$ cat src/rtl/spi_master_pkg.sv
// Shared types and defaults for the full-word SPI master.
// State encoding and parameter defaults live here.
package spi_master_pkg;

  localparam int DEF_CLK_DIV  = 4;
  localparam int DEF_CS_SETUP = 2;
  localparam int DEF_CS_HOLD  = 2;
  localparam int DEF_NBYTES   = 4;
  localparam int MAX_BITS     = 32;

  typedef enum logic [2:0] {
    IDLE,
    SETUP,
    SCK_LO,
    SCK_HI,
    HOLD
  } state_e;

endpackage

$ cat src/rtl/spi_sck_tick.sv
// Phase counter: reloaded on every state change,
// ticks in the last cycle of the loaded length.
module spi_sck_tick (
  input  logic       clk,
  input  logic       rst,
  input  logic       load_i,
  input  logic [7:0] len_i,
  output logic       tick_o
);

  logic [7:0] cnt_q, cnt_d;

  always_comb begin
    cnt_d = cnt_q;
    if (load_i)
      cnt_d = len_i - 8'd1;
    else if (cnt_q != 8'd0)
      cnt_d = cnt_q - 8'd1;
  end

  always_ff @(posedge clk or negedge rst) begin
    if (!rst) cnt_q <= 8'd0;
    else      cnt_q <= cnt_d;
  end

  assign tick_o = (cnt_q == 8'd0);

endmodule

$ cat src/rtl/spi_fword_master.sv
// Mode-0 SPI master sending one 8..32-bit frame per start,
// with CS held low across the whole frame.
module spi_fword_master
  import spi_master_pkg::*;
#(
  parameter int CLK_DIV  = DEF_CLK_DIV,
  parameter int CS_SETUP = DEF_CS_SETUP,
  parameter int CS_HOLD  = DEF_CS_HOLD,
  parameter int NBYTES   = DEF_NBYTES
) (
  input  logic        clk,
  input  logic        rst,
  input  logic        start,
  input  logic [31:0] tx_word,
  output logic        busy,
  output logic        done,
  output logic [31:0] rx_word,
  output logic        cs,
  output logic        sck,
  output logic        mosi,
  input  logic        miso
);

  localparam logic [7:0] DIV_L   = 8'(CLK_DIV);
  localparam logic [7:0] SETUP_L = 8'(CS_SETUP);
  localparam logic [7:0] HOLD_L  = 8'(CS_HOLD);
  localparam logic [4:0] LAST_BIT = 5'(8 * NBYTES - 1);

  state_e      state_q, state_d;
  logic [4:0]  bit_q, bit_d;
  logic [31:0] tx_q, tx_d;
  logic [31:0] rx_q, rx_d;
  logic [31:0] rxw_q, rxw_d;
  logic        cs_q, sck_q, busy_q, done_q;
  logic        tick, load;
  logic [7:0]  len;
  logic        accept, rise, fall, fin;

  spi_sck_tick u_tick (
    .clk    (clk),
    .rst    (rst),
    .load_i (load),
    .len_i  (len),
    .tick_o (tick)
  );

  // A start seen in the done cycle is not taken.
  always_comb begin
    state_d = state_q;
    bit_d   = bit_q;
    unique case (state_q)
      IDLE: begin
        bit_d = 5'd0;
        if (start && !done_q) state_d = SETUP;
      end
      SETUP:  if (tick) state_d = SCK_LO;
      SCK_LO: if (tick) state_d = SCK_HI;
      SCK_HI: if (tick) begin
        if (bit_q == LAST_BIT) begin
          state_d = HOLD;
        end else begin
          state_d = SCK_LO;
          bit_d   = bit_q + 5'd1;
        end
      end
      HOLD:    if (tick) state_d = IDLE;
      default: state_d = IDLE;
    endcase
  end

  always_comb begin
    unique case (state_d)
      SETUP:   len = SETUP_L;
      HOLD:    len = HOLD_L;
      default: len = DIV_L;
    endcase
  end

  assign load   = (state_d != state_q);
  assign accept = (state_q == IDLE)   && (state_d == SETUP);
  assign rise   = (state_q == SCK_LO) && (state_d == SCK_HI);
  assign fall   = (state_q == SCK_HI) && (state_d == SCK_LO);
  assign fin    = (state_q == HOLD)   && (state_d == IDLE);

  // mosi is tx_q[31]; clearing tx_q at frame end idles it low.
  always_comb begin
    tx_d  = tx_q;
    rx_d  = rx_q;
    rxw_d = rxw_q;
    if (accept) begin
      tx_d = tx_word;
      rx_d = 32'd0;
    end
    if (rise) rx_d = {rx_q[30:0], miso};
    if (fall) tx_d = {tx_q[30:0], 1'b0};
    if (fin) begin
      rxw_d = rx_q;
      tx_d  = 32'd0;
    end
  end

  always_ff @(posedge clk or negedge rst) begin
    if (!rst) begin
      state_q <= IDLE;
      bit_q   <= 5'd0;
      tx_q    <= 32'd0;
      rx_q    <= 32'd0;
      rxw_q   <= 32'd0;
      cs_q    <= 1'b1;
      sck_q   <= 1'b0;
      busy_q  <= 1'b0;
      done_q  <= 1'b0;
    end else begin
      state_q <= state_d;
      bit_q   <= bit_d;
      tx_q    <= tx_d;
      rx_q    <= rx_d;
      rxw_q   <= rxw_d;
      cs_q    <= (state_d == IDLE);
      sck_q   <= (state_d == SCK_HI);
      busy_q  <= (state_d != IDLE) || fin;
      done_q  <= fin;
    end
  end

  assign cs      = cs_q;
  assign sck     = sck_q;
  assign mosi    = tx_q[31];
  assign busy    = busy_q;
  assign done    = done_q;
  assign rx_word = rxw_q;

endmodule

$ cat config.mk
export PLATFORM = sky130hd
export DESIGN_NAME = spi_fword_master
export DESIGN_NICKNAME = d
export VERILOG_FILES = /design/src/rtl/spi_master_pkg.sv /design/src/rtl/spi_sck_tick.sv /design/src/rtl/spi_fword_master.sv
export SDC_FILE = /design/constraint.sdc
export NUM_CORES = 1
export LEC_CHECK = 0
export ABC_AREA = 0
export CAP_MARGIN = 15
export CORE_MARGIN = 5
export CORE_UTILIZATION = 40
export DETAILED_ROUTE_END_ITERATION = 7
export PLACE_DENSITY = 0.63
export SLEW_MARGIN = 10
export SYNTH_ARGS = -nofsm -noshare
export SYNTH_HDL_FRONTEND = slang
export SYNTH_SLANG_ARGS = --single-unit
$ cat constraint.sdc
create_clock -name clk -period 2.3 [get_ports clk]
set_input_delay 0.345 -clock clk [delete_from_list [all_inputs] [get_ports clk]]
set_output_delay 0.345 -clock clk [all_outputs]
set_load 0.05 [all_outputs]
==> metrics.md, run 1 <==
| Metric | Value |
|---|---|
| CTS tree | built |
| CP peak stage delay | about 0.42 ns |
| Final setup viols | 0 |
| Cell family with most CP delay | simple AND/OR/NAND/NOR gates |
| Critical path type | flip-flop to flip-flop |
| Cell Rows | 41 |
| Peak Freq | 474.4 MHz |
| DP Worst Slack | 0.08801 ns |
| Final min period | 2.108 ns |
| Vias in the first global route | 3738 |
| CP endpoint kind | flip-flop |
| Drt drc | 0 |
| Max Clock Skew | slightly below 0.007 ns |
| H-tree levels | 4 |
| Ports | 73 |
| Multi-input logic area | approximately 2100 sq um |
| Worst-path clk slew | ~0.06 ns |
| Mean Syn Cell Area | roughly 11 sq um |
| Lkg Pwr | 3.097 nW |
| 1st-iter DRT viols | ~220 |
| CTS root buf | clkbuf_16 |
| Worst Path Max Fanout | 63 |
| Register area | just under 3000 sq um |
| Fraction of layout cells with a size suffix above 1 | 16.84% |
| Clock tree buffer depth | 2 |
| Synthesized area | roughly 5100 sq um |
| Slowest cell on the critical path | dfrtp_1 |
| Post-DRT Antenna Nets | 0 |
| Vias per cell | roughly 5 |
| Asr flop ratio synth | 100.0% |
| Startpoint Class | flip-flop |
| Slew HR | about two thirds |
| Dpl hpwl | 7337 um |
| Final Cycle Share | 91.65% |
| Core footprint | 12620 sq um |
| PortBufs | between 70 and 80 |
| Synth cell types | 48 |
| PD cells | between 1000 and 1500 nW/um^2 |
| Starting Density | 40.65% |
| DIE HEIGHT | between 100 and 150 um |
| Critical path data arrival time | approximately 2.4 ns |
| Max-Cap Viols | 0 |
| Worst path cell trace | ha_1, and3_1, ha_1, nor2b_1, nand4_1, buf_12, a211oi_1 |
| CTS Buf Count | 17 |
| EDFF count, synth | 0 |
| Final hold vios | 0 |
| Worst vdd ir | roughly 470 uV |
| RSZ-0062 raised after global routing | no |
| Initial antenna violation count | 0 |
| Setup Total Neg Slack | 0 ns |
| CP Depth | 7 |
| DRT Pass-1 Iters | 4 |
| Seq/Total Area, Yosys | between 50 and 60% |
| Global-route wire length before repair | between 15000 and 20000 um |
| Main synth FF type | dfrtp_1 |
| Drt total wl | about 11000 um |
| Worst-Margin Slew | just over 0.5 ns |
| Run status | completed |
| All-Layer GR Usage | roughly 16% |
| Post-Syn Instances | about 470 |
| Worst hold-check path type | input pin to async pin |
| Routability cong. | between 0.8 and 0.9 |
| Drt wl/cell | roughly 15 um |
| Vias | ~3800 |
| Worst skew pair latency | around 0.41 ns |
| Die X | approximately 120 um |
| Gr ovfl total | 0 |
| Max Slew Vio Count | 0 |
| Critical path buffers and inverters | 1 |
| Seq cells post-synth | 116 |
| Clock sinks | around 120 |
| Fillers | between 1000 and 1500 |
| R2R depth | 7 |
| Die area | around 15000 sq um |
| Largest net degree at the start of global routing | 64 |
| Yosys warns | 0 |
| Most used cell, CP | ha_1 |
| Setup WS post-layout | 0.1921 ns |
| Synth Net Count | 511 |
| Antenna cells | 0 |
| Net count, final | ~590 |
| Layout area overhead | 32.15% |
| Critical Path RT | ~2.6 ns |
[routing by layer]
layer	wire, um	track usage (%)
met1	5256	21.98
met2	5200	22.83
met3	441	4.254
met4	181	5.813
met5	0	0
[layout make-up]
type / instances / area share, %
Inverter: 4 / 0.2215
Tap cell: 172 / 3.175
Timing Repair Buffer: 92 / 13.77
Sequential cell: 116 / 42.84
Multi-Input combinational cell: 320 / 31.04
Clock inverter: 11 / 1.864
Clock buffer: 21 / 7.087
[stage by stage]
step | std cells | area [sq um] | total power [mW] | hold slack [ns] | util, %
2_1_floorplan | 471 | 5130 | 4.273 | 0.04941 | -
3_3_place_gp | 703 | 6158 | 4.795 | 0.3206 | 48.80
3_5_place_dp | 703 | 6158 | 4.893 | 0.3248 | 48.80
4_1_cts | 736 | 6775 | 7.574 | 0.4459 | 53.69
5_1_grt | 736 | 6779 | 7.954 | 0.4678 | 53.72
6_report | 736 | 6779 | 7.515 | 0.4387 | 53.72
[worst reg2reg max path, cell delays in order, from the launching register on]
cell      delay, ns
dfrtp_1        0.42
ha_1           0.24
and3_1         0.19
ha_1           0.22
nor2b_1        0.20
nand4_1        0.18
buf_12         0.23
a211oi_1       0.31
[sequential cells by signal (all words and copies together), names as in the netlist]
signal / flops
bit_q: 5
busy: 1
cs: 1
done: 1
rx_q: 32
rx_word: 32
sck: 1
state_q: 3
tx_q: 32
u_tick.cnt_q: 8
[layout by cell type (no fill, tap or decap), types with 5 or more instances in the layout]
cell             instances
clkbuf_16               17
a211oi_1                33
buf_12                   5
dfrtp_1                115
o21ai_0                 32
nor2_1                  44
mux2i_1                 32
nand2b_1                 5
a21oi_1                 10
mux2_2                  33
buf_4                   15
clkdlybuf4s50_1         71
nand2_1                 74
[cells in the mapped netlist (4+ instances only)]
master,instances,area [sq um]
nand2_1,74,277.8
ha_1,4,50.05
buf_1,4,15.01
a211oi_1,33,247.7
dfrtp_1,115,2878
nand3_1,5,25.02
mux2_2,33,371.6
or3_1,4,25.02
buf_2,11,55.05
nor3_1,4,20.02
nand2b_1,5,31.28
a21oi_1,10,50.05
clkbuf_1,16,60.06
mux2i_1,32,320.3
o21ai_0,32,160.2
nor2_1,45,168.9
[repair_timing]
action,CTS,global route
resized for setup,0,1
endpoints found under the setup margin,0,33
buffers inserted,0,0
hold buffers,1,0
hold endpoints to repair,30,0
[power breakdown]
part	switching, mW	internal, mW	leakage, nW
Clock	0.926	1.71	0.287
Sequential	0.475	2.68	1.42
Combinational	0.908	0.814	1.39
Total	2.31	5.21	3.10
[logic make-up (layout without fill, tap and decap cells)]
kind of cell | count (synthesis) | after routing | synth area share [%]
simple gates | 154 | 154 | 13.76
compound gates | 94 | 94 | 11.83
xor+xnor | 3 | 3 | 0.5123
buf+inv | 35 | 128 | 2.829
fa+ha+maj | 4 | 4 | 0.9756
mux | 65 | 65 | 13.49
flops | 116 | 116 | 56.61
[final timing paths]
kind	start	endpoint	slack (ns)
max in group asynchronous	rst	rx_word[31]	1.21
hold / removal	rst	rx_word[6]	0.44
hold reg to reg	rx_word[14]	rx_word[14]	0.50
setup reg to reg	bit_q[0]	tx_q[15]	0.19
min in group clk	rx_word[14]	rx_word[14]	0.50
setup / recovery	bit_q[0]	tx_q[15]	0.19
Note: power is estimated with default switching activity, not from simulation.
==> run 2: changes to the inputs <==
Settings changed: CORE_UTILIZATION 40 to 50, PLACE_DENSITY 0.63 to 0.75, SKIP_CTS_REPAIR_TIMING from default to 1.
==> run 2 against run 1 <==
  * Non-clock buffer count rose by 4
  * Wire length rose by 4.1%
  * Clock skew rose by 0.0057 ns
  * Sequential power barely moved
  * Flip-flop and latch count did not move
  * First-iteration DRC count rose by 37%
  * Total power barely moved
==> metrics.md, run 2 (synthesis gave the netlist of run 1 again) <==
| Metric | Value |
|---|---|
| Run status | completed |
| Core footprint | 10180 sq um (-19%) |
| Net count, final | 595 (+0.68%) |
| Commonest cells after routing, fill and taps aside | dfrtp_1, nand2_1, clkdlybuf4s50_1 |
| Worst vdd ir | 485.4 uV (+2.2%) |
| Worst-path clk slew | 0.06 ns (about the same) |
| RR Endpoint | bit_q[2] |
| Cell Rows | 37 (-9.8%) |
| Worst Path Max Fanout | 4 (-94%) |
| Peak Freq | 452.8 MHz (-4.6%) |
| Fraction of layout cells with a size suffix above 1 | 17.08% (+0.23 points) |
| Worst hold-check path type | input pin to async pin |
| Layout area overhead | 31.39% |
| Setup Total Neg Slack | 0 ns (unchanged) |
| 1st-iter DRT viols | 298 (+37%) |
| Clock tree buffer depth | 2 (unchanged) |
| Critical path type | flip-flop to flip-flop |
| Drt wl/cell | 16.38 um (+8.8%) |
| Post-route insts no fill | 704 (-4.3%) |
| Final instance area | 6740 sq um (-0.57%) |
| Dpl hpwl | 7304 um (-0.45%) |
| Initial antenna violation count | 0 (unchanged) |
| Gr ovfl total | 0 (unchanged) |
| Max-Cap Viols | 0 (unchanged) |
| Antenna cells | 0 (unchanged) |
| Drt total wl | 11530 um (+4.1%) |
| Slew HR | 61.52% (-4.1 points) |
| Clock sinks | 116 (unchanged) |
| Placed Cells | 668 (-5.0%) |
| Startpoint Class | flip-flop |
| PD cells | 1114 nW/um^2 (+0.53%) |
| Critical path data arrival time | 2.59 ns (+0.18 ns) |
| Final setup viols | 0 (unchanged) |
| Routability cong. | 0.9290 (+10%) |
| Critical path startpoint | u_tick.cnt_q[0] |
| Vias per cell | 5.558 (+8.0%) |
| Vias in the first global route | 3974 (+6.3%) |
| Drt drc | 0 (unchanged) |
| Commonest non-fill, non-tap cell in the layout | dfrtp_1 |
| CP endpoint kind | flip-flop |
| Ports | 73 (unchanged) |
| All-Layer GR Usage | 19.24% (+3.7 points) |
| CTS root buf | clkbuf_8 |
| Vias | 3913 (+3.3%) |
| CTS Buf Count | 17 (unchanged) |
| Area after DPL | 6121 sq um (-0.61%) |
| Final min period | 2.209 ns (+0.1007 ns) |
| H-tree levels | 4 (unchanged) |
| CTS tree | built |
| Lkg Pwr | 3.111 nW (+0.46%) |
| Largest net degree at the start of global routing | 71 (+11%) |
| Die area | 12390 sq um (-18%) |
| Starting Density | 50.37% (+9.7 points) |
| Final Cycle Share | 96.03% (+4.4 points) |
| Final hold slack | 0.3788 ns (-0.05990 ns) |
| R2r startpoint | u_tick.cnt_q[0] |
| Die X | 111.3 um (-9.7%) |
| R2R depth | 7 (unchanged) |
| Max Slew Vio Count | 0 (unchanged) |
| Critical Path RT | 2.68 ns (+0.08 ns) |
| DIE HEIGHT | 111.3 um (-9.7%) |
| Global-route wire length before repair | 19550 um (+5.3%) |
| DRT Pass-1 Iters | 6 (+2) |
| PortBufs | 72 (unchanged) |
| Worst skew pair latency | 0.51 ns (+0.10 ns) |
| R2R setup slack | 0.09 ns (-0.10 ns) |
| Post-DRT Antenna Nets | 0 (unchanged) |
| Final hold vios | 0 (unchanged) |
| Worst-Margin Slew | 0.5771 ns (+0.06366 ns) |
| Max Clock Skew | 0.01248 ns (+0.005657 ns) |
==> run 2: final cells by class <==
type                    instances  area [sq um]
multi-input cells             320          2101
well taps                     136         170.2
repair buffers                 96         972.2
clock buffers                  19         431.7
inverters                       4         15.01
clock inverters                13         146.4
flip-flops and latches        116          2904
fillers                       769          3445
==> run 2: stage by stage <==
step,setup slack (ns),power [mW],utilization (%)
after global placement,0.1951,4.777,60.10
after detailed placement,0.1133,4.900,60.10
after CTS,0.07846,7.500,65.77
after floorplan,0.1646,4.273,-
final,0.09140,7.512,66.18
after global routing,-0.02022,7.946,66.18
==> run 2: power breakdown <==
part	switching (mW)	internal, mW
clock	0.970	1.58
sequential	0.498	2.68
combinational	0.950	0.828
==> run 2: worst max-delay path by stage <==
| stage | cells past startpoint | to | slack [ns] |
|---|---|---|---|
| 6_report | 7 | bit_q[2] | 0.09 |
| 5_1_grt | 8 | bit_q[0] | -0.02 |
| 4_1_cts | 7 | rx_word[31] | 0.08 |
| 3_5_place_dp | 6 | rx_q[26] | 0.11 |
| 3_3_place_gp | 6 | rx_q[18] | 0.20 |
| 2_1_floorplan | 8 | rx_word[11] | 0.16 |
==> run 2: metal layers <==
layer  part of all wire [%]  global-route usage (%)
met3                    4.8                   5.568
met1                     44                   25.30
met2                     50                   31.00
met4                    1.3                   5.921
met5                      0                       0
==> run 2: worst max-delay path, stage by stage, from the launching register on <==
cell and delay, ns:
dfrtp_1 0.41, inv_1 0.12, ha_1 0.18, or4b_1 0.56, nor3_1 0.43, buf_4 0.21
a21o_1 0.11, nand3_1 0.08
